--- src/rtl/spi_flash_read_phy_if.sv ---
// Request/response bus between the SPI flash front end and the serial read engine.
// The front end (master) issues one read per tx_i pulse and collects 32-bit words
// from the engine (slave) on each enqueue_o pulse.
interface spi_flash_read_phy_if;
    logic        tx_i;
    logic [23:0] address_i;
    logic [3:0]  size_i;
    logic        busy_o;
    logic        enqueue_o;
    logic [31:0] data_o;

    modport master (
        output tx_i,
        output address_i,
        output size_i,
        input  busy_o,
        input  enqueue_o,
        input  data_o
    );

    modport slave (
        input  tx_i,
        input  address_i,
        input  size_i,
        output busy_o,
        output enqueue_o,
        output data_o
    );
endinterface

--- src/rtl/spi_flash_read_phy.sv ---
// SPI mode-0 read engine: sends READ (0x03) plus a 24-bit address, then shifts in
// 2^size bytes and hands them out as little-endian 32-bit words, one enqueue pulse
// per word. All pin outputs are registered from the next-state decode so they line
// up exactly with the state register and never glitch.
module spi_flash_read_phy #(
    parameter int SCK_HALF = 2,
    parameter int CS_DESEL = 4,
    parameter int MAX_SIZE = 9
) (
    input  logic                       flash_clock_i,
    input  logic                       flash_reset_i,
    spi_flash_read_phy_if.slave        bus,
    output logic                       flash_cs_n,
    output logic                       flash_mosi,
    input  logic                       flash_miso,
    output logic                       flash_sck
);

    localparam int               CNT_W      = 16;
    localparam logic [CNT_W-1:0] HALF_LAST  = CNT_W'(SCK_HALF - 1);
    localparam logic [CNT_W-1:0] DESEL_LAST = CNT_W'(CS_DESEL - 1);
    localparam logic [3:0]       SIZE_CAP   = 4'(MAX_SIZE);

    typedef enum logic [2:0] {
        ST_IDLE,
        ST_SETUP,
        ST_SHIFT,
        ST_HOLD,
        ST_DESEL
    } state_t;

    state_t             state_q, state_d;
    logic               phase_q, phase_d;
    logic [CNT_W-1:0]   cnt_q, cnt_d;
    logic [12:0]        bit_q, bit_d;

    logic [31:0]        cmd_q;
    logic [12:0]        last_bit_q;
    logic [9:0]         last_byte_q;
    logic [9:0]         byte_q;
    logic [2:0]         bit_in_byte_q;
    logic [6:0]         byte_sr_q;
    logic [31:0]        word_q;

    logic               busy_q;
    logic               enqueue_q;
    logic [31:0]        data_q;
    logic               cs_n_q;
    logic               sck_q;
    logic               mosi_q;

    logic               accept;
    logic [3:0]         eff_size;
    logic [9:0]         num_bytes;
    logic [12:0]        last_bit;
    logic               sample;
    logic               byte_done;
    logic               enq_d;
    logic [7:0]         new_byte;
    logic [31:0]        word_with_byte;
    logic               sck_d;
    logic               cs_n_d;
    logic               mosi_d;
    logic               busy_d;

    assign bus.busy_o    = busy_q;
    assign bus.enqueue_o = enqueue_q;
    assign bus.data_o    = data_q;
    assign flash_cs_n    = cs_n_q;
    assign flash_sck     = sck_q;
    assign flash_mosi    = mosi_q;

    // Request decode: clamp the size, then derive the final bit and byte indices.
    always_comb begin
        accept         = (state_q == ST_IDLE) && bus.tx_i;
        eff_size       = (bus.size_i > SIZE_CAP) ? SIZE_CAP : bus.size_i;
        num_bytes      = 10'd1 << eff_size;
        last_bit       = 13'd31 + {num_bytes, 3'b000};
        sample         = (state_q == ST_SHIFT) && phase_q && (cnt_q == '0) && (bit_q >= 13'd32);
        byte_done      = sample && (bit_in_byte_q == 3'd7);
        enq_d          = byte_done && ((byte_q[1:0] == 2'd3) || (byte_q == last_byte_q));
        new_byte       = {byte_sr_q, flash_miso};
        word_with_byte = word_q | ({24'd0, new_byte} << {byte_q[1:0], 3'b000});
    end

    // Next-state logic: walks SETUP, the bit-by-bit SHIFT phases, HOLD and DESEL.
    always_comb begin
        state_d = state_q;
        phase_d = phase_q;
        cnt_d   = cnt_q;
        bit_d   = bit_q;
        case (state_q)
            ST_IDLE: begin
                if (bus.tx_i) begin
                    state_d = ST_SETUP;
                    cnt_d   = '0;
                end
            end
            ST_SETUP: begin
                if (cnt_q == HALF_LAST) begin
                    state_d = ST_SHIFT;
                    phase_d = 1'b0;
                    cnt_d   = '0;
                    bit_d   = '0;
                end else begin
                    cnt_d = cnt_q + 1'b1;
                end
            end
            ST_SHIFT: begin
                if (cnt_q == HALF_LAST) begin
                    cnt_d = '0;
                    if (!phase_q) begin
                        phase_d = 1'b1;
                    end else if (bit_q == last_bit_q) begin
                        state_d = ST_HOLD;
                        phase_d = 1'b0;
                    end else begin
                        phase_d = 1'b0;
                        bit_d   = bit_q + 13'd1;
                    end
                end else begin
                    cnt_d = cnt_q + 1'b1;
                end
            end
            ST_HOLD: begin
                if (cnt_q == HALF_LAST) begin
                    state_d = ST_DESEL;
                    cnt_d   = '0;
                end else begin
                    cnt_d = cnt_q + 1'b1;
                end
            end
            ST_DESEL: begin
                if (cnt_q == DESEL_LAST) begin
                    state_d = ST_IDLE;
                    cnt_d   = '0;
                end else begin
                    cnt_d = cnt_q + 1'b1;
                end
            end
            default: begin
                state_d = ST_IDLE;
                cnt_d   = '0;
            end
        endcase
    end

    // Pin values for the coming cycle, decoded from the next state.
    always_comb begin
        sck_d  = (state_d == ST_SHIFT) && phase_d;
        cs_n_d = !((state_d == ST_SETUP) || (state_d == ST_SHIFT) || (state_d == ST_HOLD));
        busy_d = (state_d != ST_IDLE);
        mosi_d = 1'b0;
        if ((state_d == ST_SHIFT) && (bit_d < 13'd32)) begin
            mosi_d = cmd_q[~bit_d[4:0]];
        end
    end

    // State, datapath and registered outputs; reset aborts any transfer in one cycle.
    always_ff @(posedge flash_clock_i) begin
        if (flash_reset_i) begin
            state_q       <= ST_IDLE;
            phase_q       <= 1'b0;
            cnt_q         <= '0;
            bit_q         <= '0;
            cmd_q         <= '0;
            last_bit_q    <= '0;
            last_byte_q   <= '0;
            byte_q        <= '0;
            bit_in_byte_q <= '0;
            byte_sr_q     <= '0;
            word_q        <= '0;
            busy_q        <= 1'b0;
            enqueue_q     <= 1'b0;
            data_q        <= '0;
            cs_n_q        <= 1'b1;
            sck_q         <= 1'b0;
            mosi_q        <= 1'b0;
        end else begin
            state_q   <= state_d;
            phase_q   <= phase_d;
            cnt_q     <= cnt_d;
            bit_q     <= bit_d;
            busy_q    <= busy_d;
            cs_n_q    <= cs_n_d;
            sck_q     <= sck_d;
            mosi_q    <= mosi_d;
            enqueue_q <= enq_d;
            if (accept) begin
                cmd_q         <= {8'h03, bus.address_i};
                last_bit_q    <= last_bit;
                last_byte_q   <= num_bytes - 10'd1;
                byte_q        <= '0;
                bit_in_byte_q <= '0;
                word_q        <= '0;
            end else if (sample) begin
                byte_sr_q     <= new_byte[6:0];
                bit_in_byte_q <= bit_in_byte_q + 3'd1;
                if (byte_done) begin
                    byte_q <= byte_q + 10'd1;
                    word_q <= enq_d ? 32'd0 : word_with_byte;
                end
            end
            if (enq_d) begin
                data_q <= word_with_byte;
            end
        end
    end

endmodule

--- src/flat_wrapper.sv ---
// flat-port wrapper written by rule: the top's interface ports become plain ports
module spi_flash_read_phy_flat 
#(
    parameter int SCK_HALF = 2,
    parameter int CS_DESEL = 4,
    parameter int MAX_SIZE = 9
)
  (flash_clock_i, flash_reset_i, flash_cs_n, flash_mosi, flash_miso, flash_sck, bus_tx_i, bus_address_i, bus_size_i, bus_busy_o, bus_enqueue_o, bus_data_o);
  spi_flash_read_phy_if bus_i ();
  input  logic flash_clock_i;
  input  logic flash_reset_i;
  output logic flash_cs_n;
  output logic flash_mosi;
  input  logic flash_miso;
  output logic flash_sck;
  input wire logic [$bits(bus_i.tx_i)-1:0] bus_tx_i;
  input wire logic [$bits(bus_i.address_i)-1:0] bus_address_i;
  input wire logic [$bits(bus_i.size_i)-1:0] bus_size_i;
  output wire logic [$bits(bus_i.busy_o)-1:0] bus_busy_o;
  output wire logic [$bits(bus_i.enqueue_o)-1:0] bus_enqueue_o;
  output wire logic [$bits(bus_i.data_o)-1:0] bus_data_o;
  assign bus_i.tx_i = bus_tx_i;
  assign bus_i.address_i = bus_address_i;
  assign bus_i.size_i = bus_size_i;
  assign bus_busy_o = bus_i.busy_o;
  assign bus_enqueue_o = bus_i.enqueue_o;
  assign bus_data_o = bus_i.data_o;
  spi_flash_read_phy #(.SCK_HALF(SCK_HALF), .CS_DESEL(CS_DESEL), .MAX_SIZE(MAX_SIZE)) u_core (.flash_clock_i(flash_clock_i), .flash_reset_i(flash_reset_i), .bus(bus_i), .flash_cs_n(flash_cs_n), .flash_mosi(flash_mosi), .flash_miso(flash_miso), .flash_sck(flash_sck));
endmodule
--- config.mk ---
export PLATFORM = sky130hd
export DESIGN_NAME = spi_flash_read_phy_flat
export DESIGN_NICKNAME = d
export VERILOG_FILES = /design/src/rtl/spi_flash_read_phy_if.sv /design/src/rtl/spi_flash_read_phy.sv /design/src/flat_wrapper.sv
export SDC_FILE = /design/constraint.sdc
export NUM_CORES = 1
export LEC_CHECK = 0
export CORE_AREA = 10 10 149 151
export CTS_CLUSTER_DIAMETER = 100
export DETAILED_ROUTE_END_ITERATION = 8
export DIE_AREA = 0 0 159 161
export GPL_ROUTABILITY_DRIVEN = 0
export PLACE_DENSITY = 0.59
export SKIP_CTS_REPAIR_TIMING = 1
export SLEW_MARGIN = 10
export SYNTH_ARGS = -nofsm -noshare
export SYNTH_HDL_FRONTEND = slang
export SYNTH_SLANG_ARGS = --single-unit
--- constraint.sdc ---
create_clock -name flash_clock_i -period 2.6 [get_ports flash_clock_i]
set_input_delay 0.65 -clock flash_clock_i [delete_from_list [all_inputs] [get_ports flash_clock_i]]
set_output_delay 0.65 -clock flash_clock_i [all_outputs]
set_load 0.005 [all_outputs]
==> results of run 1 <==
-- power groups by stage --
stage,clock network [uW],registers (uW),logic (uW)
6_report,2460,2620,531
3_5_place_dp,0,2680,499
2_1_floorplan,0,2670,281
5_1_grt,2620,2630,588
4_1_cts,2530,2620,501
3_3_place_gp,0,2680,497
-- per-layer routing --
metal / track usage [%] / vias up
met3: 3.13 / 16
met5: 0 / -
met4: 4.89 / 0
li1: - / 3269
met1: 18.7 / 2935
met2: 21.5 / 91
-- cell type report --
| type | count | area (um2) | area share (%) |
|---|---|---|---|
| Clock buffer | 19 | 433 | 4.61 |
| Clock inverter | 13 | 136 | 1.45 |
| Inverter | 15 | 56.3 | 0.599 |
| Multi-Input combinational cell | 629 | 3720 | 39.6 |
| Sequential cell | 165 | 3310 | 35.2 |
| Tap cell | 265 | 332 | 3.53 |
| Timing Repair Buffer | 159 | 1400 | 14.9 |
-- tightest hold or removal path: stages (launching register included) --
cell     delay [ns]
dfxtp_1        0.32
inv_1          0.05
nor2_1         0.03
-- path summary, 6_finish.rpt --
check	endpoint	slack [ns]	cells past startpoint
min reg2reg	u_core.last_byte_q[9]	0.44	2
max	u_core.flash_mosi	0.02	9
min	u_core.last_byte_q[9]	0.44	2
max reg2reg	u_core.flash_mosi	0.02	9
-- registers in the layout (all words and copies together), names as in the netlist, 3 cells and up --
signal / count
u_core.cnt_q: 16
u_core.last_byte_q: 10
u_core.word_q: 32
u_core.state_q: 3
u_core.bit_q: 13
u_core.last_bit_q: 9
u_core.cmd_q: 24
u_core.bit_in_byte_q: 3
u_core.byte_sr_q: 7
u_core.bus.data_o: 32
u_core.byte_q: 10
-- layout by cell type (no fill, tap or decap), types with 5 or more instances in the layout --
cell and count:
ha_1 10, nor3_1 12, inv_1 14, nand4_1 12, nor4_1 7, clkdlybuf4s50_1 67, a211oi_1 38, xnor2_1 11
or3_1 11, o21ai_1 6, o21ai_0 14, a21oi_1 113, mux2i_1 17, nand2_1 95, dfxtp_1 161, nor2_1 135
nor2b_1 12, and2_1 5, and3_1 8, nand3_1 13, xor2_1 30, buf_4 86, a31oi_1 7, inv_6 6
clkbuf_16 17
-- logic make-up after synthesis --
family	share of synthesized area [%]
and+or+nand+nor	22.2
AOI/OAI and AO/OA	17.6
DFF	45.7
buffers and inverters	4.69
xor gates and xnor gates	4.97
muxes	3.13
adders and majority gates	1.73
-- through the flow --
stage | util, % | cells | total power (uW) | setup TNS (ns) | hold WS, ns
after floorplan | - | 873 | 2950 | 0 | 0.421
after global placement | 45.2 | 1230 | 3170 | -0.0628 | 0.428
after detailed placement | 45.2 | 1230 | 3180 | -0.122 | 0.438
after CTS | 48.2 | 1262 | 5650 | -0.138 | 0.448
after global routing | 48.9 | 1265 | 5830 | -0.181 | 0.475
final | 48.9 | 1265 | 5610 | 0 | 0.444
==> reports/metrics.json, run 1 <==
{
  "outcome": "finished clean",
  "clock-root-buffer": "clkbuf_16",
  "drt_drc_violations_left": 0,
  "std_cell_rows": 51,
  "synth_most_common_cell": "dfxtp_1",
  "max-slew-margin-rel_pct": 56.2,
  "io_buffer_count": 68,
  "ir_drop_mv": 0.446,
  "worst_r2r_startpoint": "u_core.cnt_q[10]",
  "initial_utilization_pct": 37.6,
  "crit_path_end_kind": "flop",
  "grt_antenna_before_repair": 0,
  "place_worst_setup_slack_ns": -0.122,
  "net_switching_component_of_the_power_uw": 1430,
  "routed-via-count": 6311,
  "report.final.slew_viol_count": 0,
  "min_period_over_period_pct": 99.2,
  "num_antenna_cells": 0,
  "synth-seq-area-share_pct": 45.7,
  "core_mm2": 0.0192,
  "met2RoutedLength_um": 8410,
  "setup_slack_ns": 0.0200,
  "cts_tree": "yes",
  "placed_cell_area_mm2": 0.00869,
  "max-clock-path-buffers": 2,
  "crit_slowest_cell": "or4b_4",
  "htreeDepth": 4,
  "ioPinCount": 69,
  "hold_path.startpoint": "u_core.last_byte_q[9]",
  "chipWidth_um": 159,
  "power.sequential.fraction_pct": 46.7,
  "synthDominantCellAreaShare_pct": 45.7,
  "setup_viol_count_final": 0,
  "height_of_the_die_um": 161,
  "timing.max_cap.violations": 0,
  "detail_route.iter0.violations": 406,
  "number_of_instances_in_the_synthesized_netlist": 873,
  "crit_start": "u_core.cnt_q[10]",
  "synthesis.area_mm2": 0.00723,
  "cp.arrival_ns": 2.90,
  "synth_seq_cells": 165,
  "leakage_uw": 0.00348,
  "met3_length_um": 708,
  "critical_path_buf_inv_count": 1,
  "postSynth.topFlopCell": "dfxtp_1",
  "postSynth.asyncResetShare_pct": 0,
  "global_route_usage_sum_pct": 13.9,
  "hold_path.class": "flop to flop",
  "dpl.hpwl_um": 12900,
  "cpLargestDelayFamily": "simple AND/OR/NAND/NOR gates",
  "cp-start-kind": "flop",
  "drtPass1Iterations": 5,
  "routed_wire_length_per_instance_um": 14.5,
  "netSwitchingFraction_pct": 25.6,
  "maximum_clock_rate_mhz": 388,
  "timing.critical_path.required_ns": 2.92,
  "post_synth_top_cells": "dfxtp_1 (165), nor2_1 (138), a21oi_1 (113)",
  "layout.filler_cells": 1867,
  "overall_routed_net_length_um": 18400,
  "timing.final.crit_period_ns": 2.58,
  "power.share.combinational_pct": 9.5,
  "tritoncts.num_buffers": 17,
  "crit_path_cell_trace": "nor4_2, nand4_1, buf_6, or4b_4, o2111a_1, a2111oi_2, o21ai_1, a31oi_1, nor4bb_1",
  "clockPowerShare_pct": 43.8,
  "hold_violations": 0,
  "power.density_mw_per_mm2": 597,
  "first_pass_grt_wire_length_um": 29900,
  "finish.net_count": 1029,
  "grt.overflow.total": 0,
  "yosysUniqueCellTypes": 62,
  "routed_via_density": 4.99,
  "power.internal_uw": 4170,
  "post_synth.cell_area_avg_um2": 8.28,
  "worst_skew_pair.late_latency_ns": 0.43,
  "worstPathMaxFanout": 6,
  "vias_in_the_first_global_route": 5987,
  "worst_path_largest_cell_delay_ns": 0.52,
  "tightest_slew_ns": 0.658,
  "die-area_mm2": 0.0256,
  "drive_above_1_share_pct": 16.1,
  "synth_top_area_cell": "dfxtp_1",
  "yosys_warnings": 0,
  "grt_max_degree": 61,
  "detail-route-antenna-nets": 0,
  "m1WireLength_um": 9020,
  "clk_transition_reported_paths_ns": 0.07,
  "final_area_mm2": 0.00940,
  "post_synth_edffs": 0,
  "synthesis.nets": 915,
  "critical_path_class": "flop to flop",
  "post_synth_main_area_contributors": "dfxtp_1 (46%), a21oi_1 (7.8%), nor2_1 (7.2%), nand2_1 (4.9%), a211oi_1 (3.9%)",
  "grt_setup_unrepaired": "true",
  "clock_skew_ns": 0.0174,
  "areaGrowthSynthToFinish_pct": 30.0,
  "highest-signal-layer": "met4",
  "clock-sinks": 165
}
Note: power is estimated with default switching activity, not from simulation.
==> run 2: changes to the inputs <==
- ABC_AREA: default -> 1
- CELL_PAD_IN_SITES_DETAIL_PLACEMENT: default -> 1
- CELL_PAD_IN_SITES_GLOBAL_PLACEMENT: default -> 2
- CORE_AREA: 10 10 149 151 -> 10 10 171 173
- DIE_AREA: 0 0 159 161 -> 0 0 181 183
- PLACE_DENSITY: 0.59 -> 0.76
==> reports/metrics.json, run 2 <==
{
  "clk_transition_reported_paths_ns": 0.08,
  "ir_drop_mv": 0.313,
  "areaGrowthSynthToFinish_pct": 21.6,
  "post_synth_main_area_contributors": "dfxtp_1 (42%), nand2_1 (8.1%), inv_1 (7.9%), a211oi_2 (4.4%), nor2_1 (4.4%)",
  "drt_drc_violations_left": 0,
  "maximum_clock_rate_mhz": 436,
  "max-slew-margin-rel_pct": 58.2,
  "std_cell_rows": 59,
  "report.final.slew_viol_count": 0,
  "yosysUniqueCellTypes": 51,
  "timing.final.crit_period_ns": 2.29,
  "hold-path-cell-count": 2,
  "postSynth.topFlopCell": "dfxtp_1",
  "setup_viol_count_final": 0,
  "r2r_end": "u_core.flash_mosi",
  "postSynth.asyncResetShare_pct": 0,
  "synthesis.nets": 1073,
  "die-area_mm2": 0.0331,
  "clock-root-buffer": "clkbuf_16",
  "timing.max_cap.violations": 0,
  "grt_setup_unrepaired": "false",
  "post_synth_top_cells": "nand2_1 (170), dfxtp_1 (165), inv_1 (165)",
  "finish.net_count": 1148,
  "first_pass_grt_wire_length_um": 36700,
  "outcome": "finished clean",
  "num_antenna_cells": 0,
  "post_synth.cell_area_avg_um2": 7.64,
  "cp-start-kind": "flop",
  "overall_routed_net_length_um": 22000,
  "routed_via_density": 4.72,
  "hold-worst-slack_ns": 0.453,
  "synthesis.area_mm2": 0.00788,
  "global_route_usage_sum_pct": 13.3,
  "net_switching_component_of_the_power_uw": 1510,
  "timing.reg2reg.worst_path_depth": 18,
  "tightest_slew_ns": 0.627,
  "post_synth_edffs": 0,
  "htreeDepth": 4,
  "reg2reg_setup_slack_ns": 0.31,
  "detail-route-antenna-nets": 0,
  "worst_skew_pair.late_latency_ns": 0.43,
  "synthDominantCellAreaShare_pct": 41.9,
  "max-clock-path-buffers": 2,
  "height_of_the_die_um": 183,
  "ioPinCount": 69,
  "power.density_mw_per_mm2": 580,
  "drive_above_1_share_pct": 14.5,
  "terminating_pin_of_the_worst_hold_path": "u_core.bus.data_o[4]",
  "io_buffer_count": 68,
  "crit_path_end_kind": "flop",
  "grt_max_degree": 58,
  "hold_violations": 0,
  "clock-sinks": 165,
  "worstPathMaxFanout": 7,
  "core_mm2": 0.0258,
  "leakage_uw": 0.00371,
  "hold_path.startpoint": "u_core.word_q[4]",
  "power.share.combinational_pct": 8.0,
  "cts_tree": "yes",
  "grt.overflow.total": 0,
  "number_of_instances_in_the_synthesized_netlist": 1031,
  "synth-seq-area-share_pct": 41.9,
  "power.sequential.fraction_pct": 47.1,
  "yosys_warnings": 0,
  "most_common_cell_after_layout_fill_and_taps_aside": "nand2_1",
  "finalSetupTns_ns": 0,
  "drtPass1Iterations": 4,
  "netSwitchingFraction_pct": 27.2,
  "layout.filler_cells": 3129,
  "min_period_over_period_pct": 88.2,
  "grt_antenna_before_repair": 0,
  "dpl.hpwl_um": 16100,
  "clock_skew_ns": 0.0188,
  "vias_in_the_first_global_route": 7160,
  "final_area_mm2": 0.00959,
  "finalCoreUtilization_pct": 37.2,
  "chipWidth_um": 181,
  "cp.arrival_ns": 2.67,
  "final_cell_mix": "nand2_1 (170), inv_1 (165), dfxtp_1 (165)",
  "synth_top_area_cell": "dfxtp_1",
  "synth_seq_cells": 165,
  "totalPowerFinal_uw": 5560,
  "power.internal_uw": 4050,
  "critical_path_class": "flop to flop",
  "synth_most_common_cell": "nand2_1",
  "clockPowerShare_pct": 44.9,
  "detail_route.iter0.violations": 301,
  "timing.critical_path.required_ns": 2.98,
  "tritoncts.num_buffers": 17,
  "hold_path.class": "flop to flop",
  "routed-via-count": 6859,
  "worst_r2r_startpoint": "u_core.cnt_q[1]",
  "placed_cell_area_mm2": 0.00899,
  "routed_wire_length_per_instance_um": 15.1,
  "initial_utilization_pct": 30.6
}
run 2: cell count changes after synthesis, sizes merged, moves of 25 or more:
cell,delta
a21oi,-84
inv,+158
xor2,-25
nand2,+85
nand3,+57
o21ai,+45
run 2: layout make-up:
| cell class | instances | area, um2 | share of cell area [%] |
|---|---|---|---|
| multi-input combinational | 649 | 3670 | 38.3 |
| sequential | 165 | 3300 | 34.5 |
| timing repair buffer | 97 | 943 | 9.84 |
| inverter | 176 | 664 | 6.93 |
| clock buffer | 18 | 429 | 4.48 |
| tap | 335 | 419 | 4.37 |
| clock inverter | 14 | 153 | 1.59 |
run 2: how the worst max path moves through the flow:
| stage | start | end |
|---|---|---|
| 6_report | u_core.cnt_q[1] | u_core.flash_mosi |
| 5_1_grt | u_core.cnt_q[1] | u_core.flash_mosi |
| 4_1_cts | u_core.cnt_q[1] | u_core.flash_mosi |
| 3_5_place_dp | bus_tx_i | u_core.flash_mosi |
| 3_3_place_gp | bus_tx_i | u_core.flash_mosi |
| 2_1_floorplan | u_core.cnt_q[1] | u_core.flash_mosi |
run 2: worst max-delay path, stage by stage (launching register included):
cell and delay (ns):
dfxtp_1 0.32, inv_1 0.11, ha_1 0.16, nand2_1 0.06, nor2_2 0.15, nand2_4 0.12
nor2_8 0.13, nand2_2 0.14, nor2_4 0.14, nand2_2 0.11, nand2_1 0.08, nand3_1 0.06
nand2_1 0.09, nand2_1 0.07, nor2_1 0.14, nand2_1 0.09, nor2_2 0.14, nand2_1 0.07
nor2_1 0.07
run 2: cell families (layout without fill, tap and decap cells):
kind of cell | after synthesis | after routing | share of synthesized area [%]
adders and majority gates | 10 | 10 | 1.59
and+or+nand+nor | 423 | 423 | 25.2
xor gates and xnor gates | 10 | 10 | 1.11
buffers and inverters | 217 | 305 | 11.6
DFF | 165 | 165 | 41.9
AOI/OAI and AO/OA | 206 | 206 | 18.6
run 2: metrics by stage:
step,setup slack [ns],instances
6_report,0.308,1454
5_1_grt,0.0364,1454
2_1_floorplan,0.657,1031
3_5_place_dp,0.126,1422
4_1_cts,0.147,1454
3_3_place_gp,0.108,1422
run 2: metal layers:
metal | GRT usage [%] | wire [um] | vias to the layer above
li1 | - | - | 3524
met1 | 16.6 | 10600 | 3249
met2 | 23.0 | 10700 | 73
met3 | 2.38 | 559 | 13
met4 | 3.22 | 169 | 0
met5 | 0 | 0 | -
run 2: power groups by stage:
stage	Combinational, uW	Clock (uW)	Sequential [uW]
finish	444	2500	2620
floorplan	261	0	2670
CTS	453	2570	2620
detailed placement	451	0	2680
global placement	445	0	2680
global route	502	2680	2630
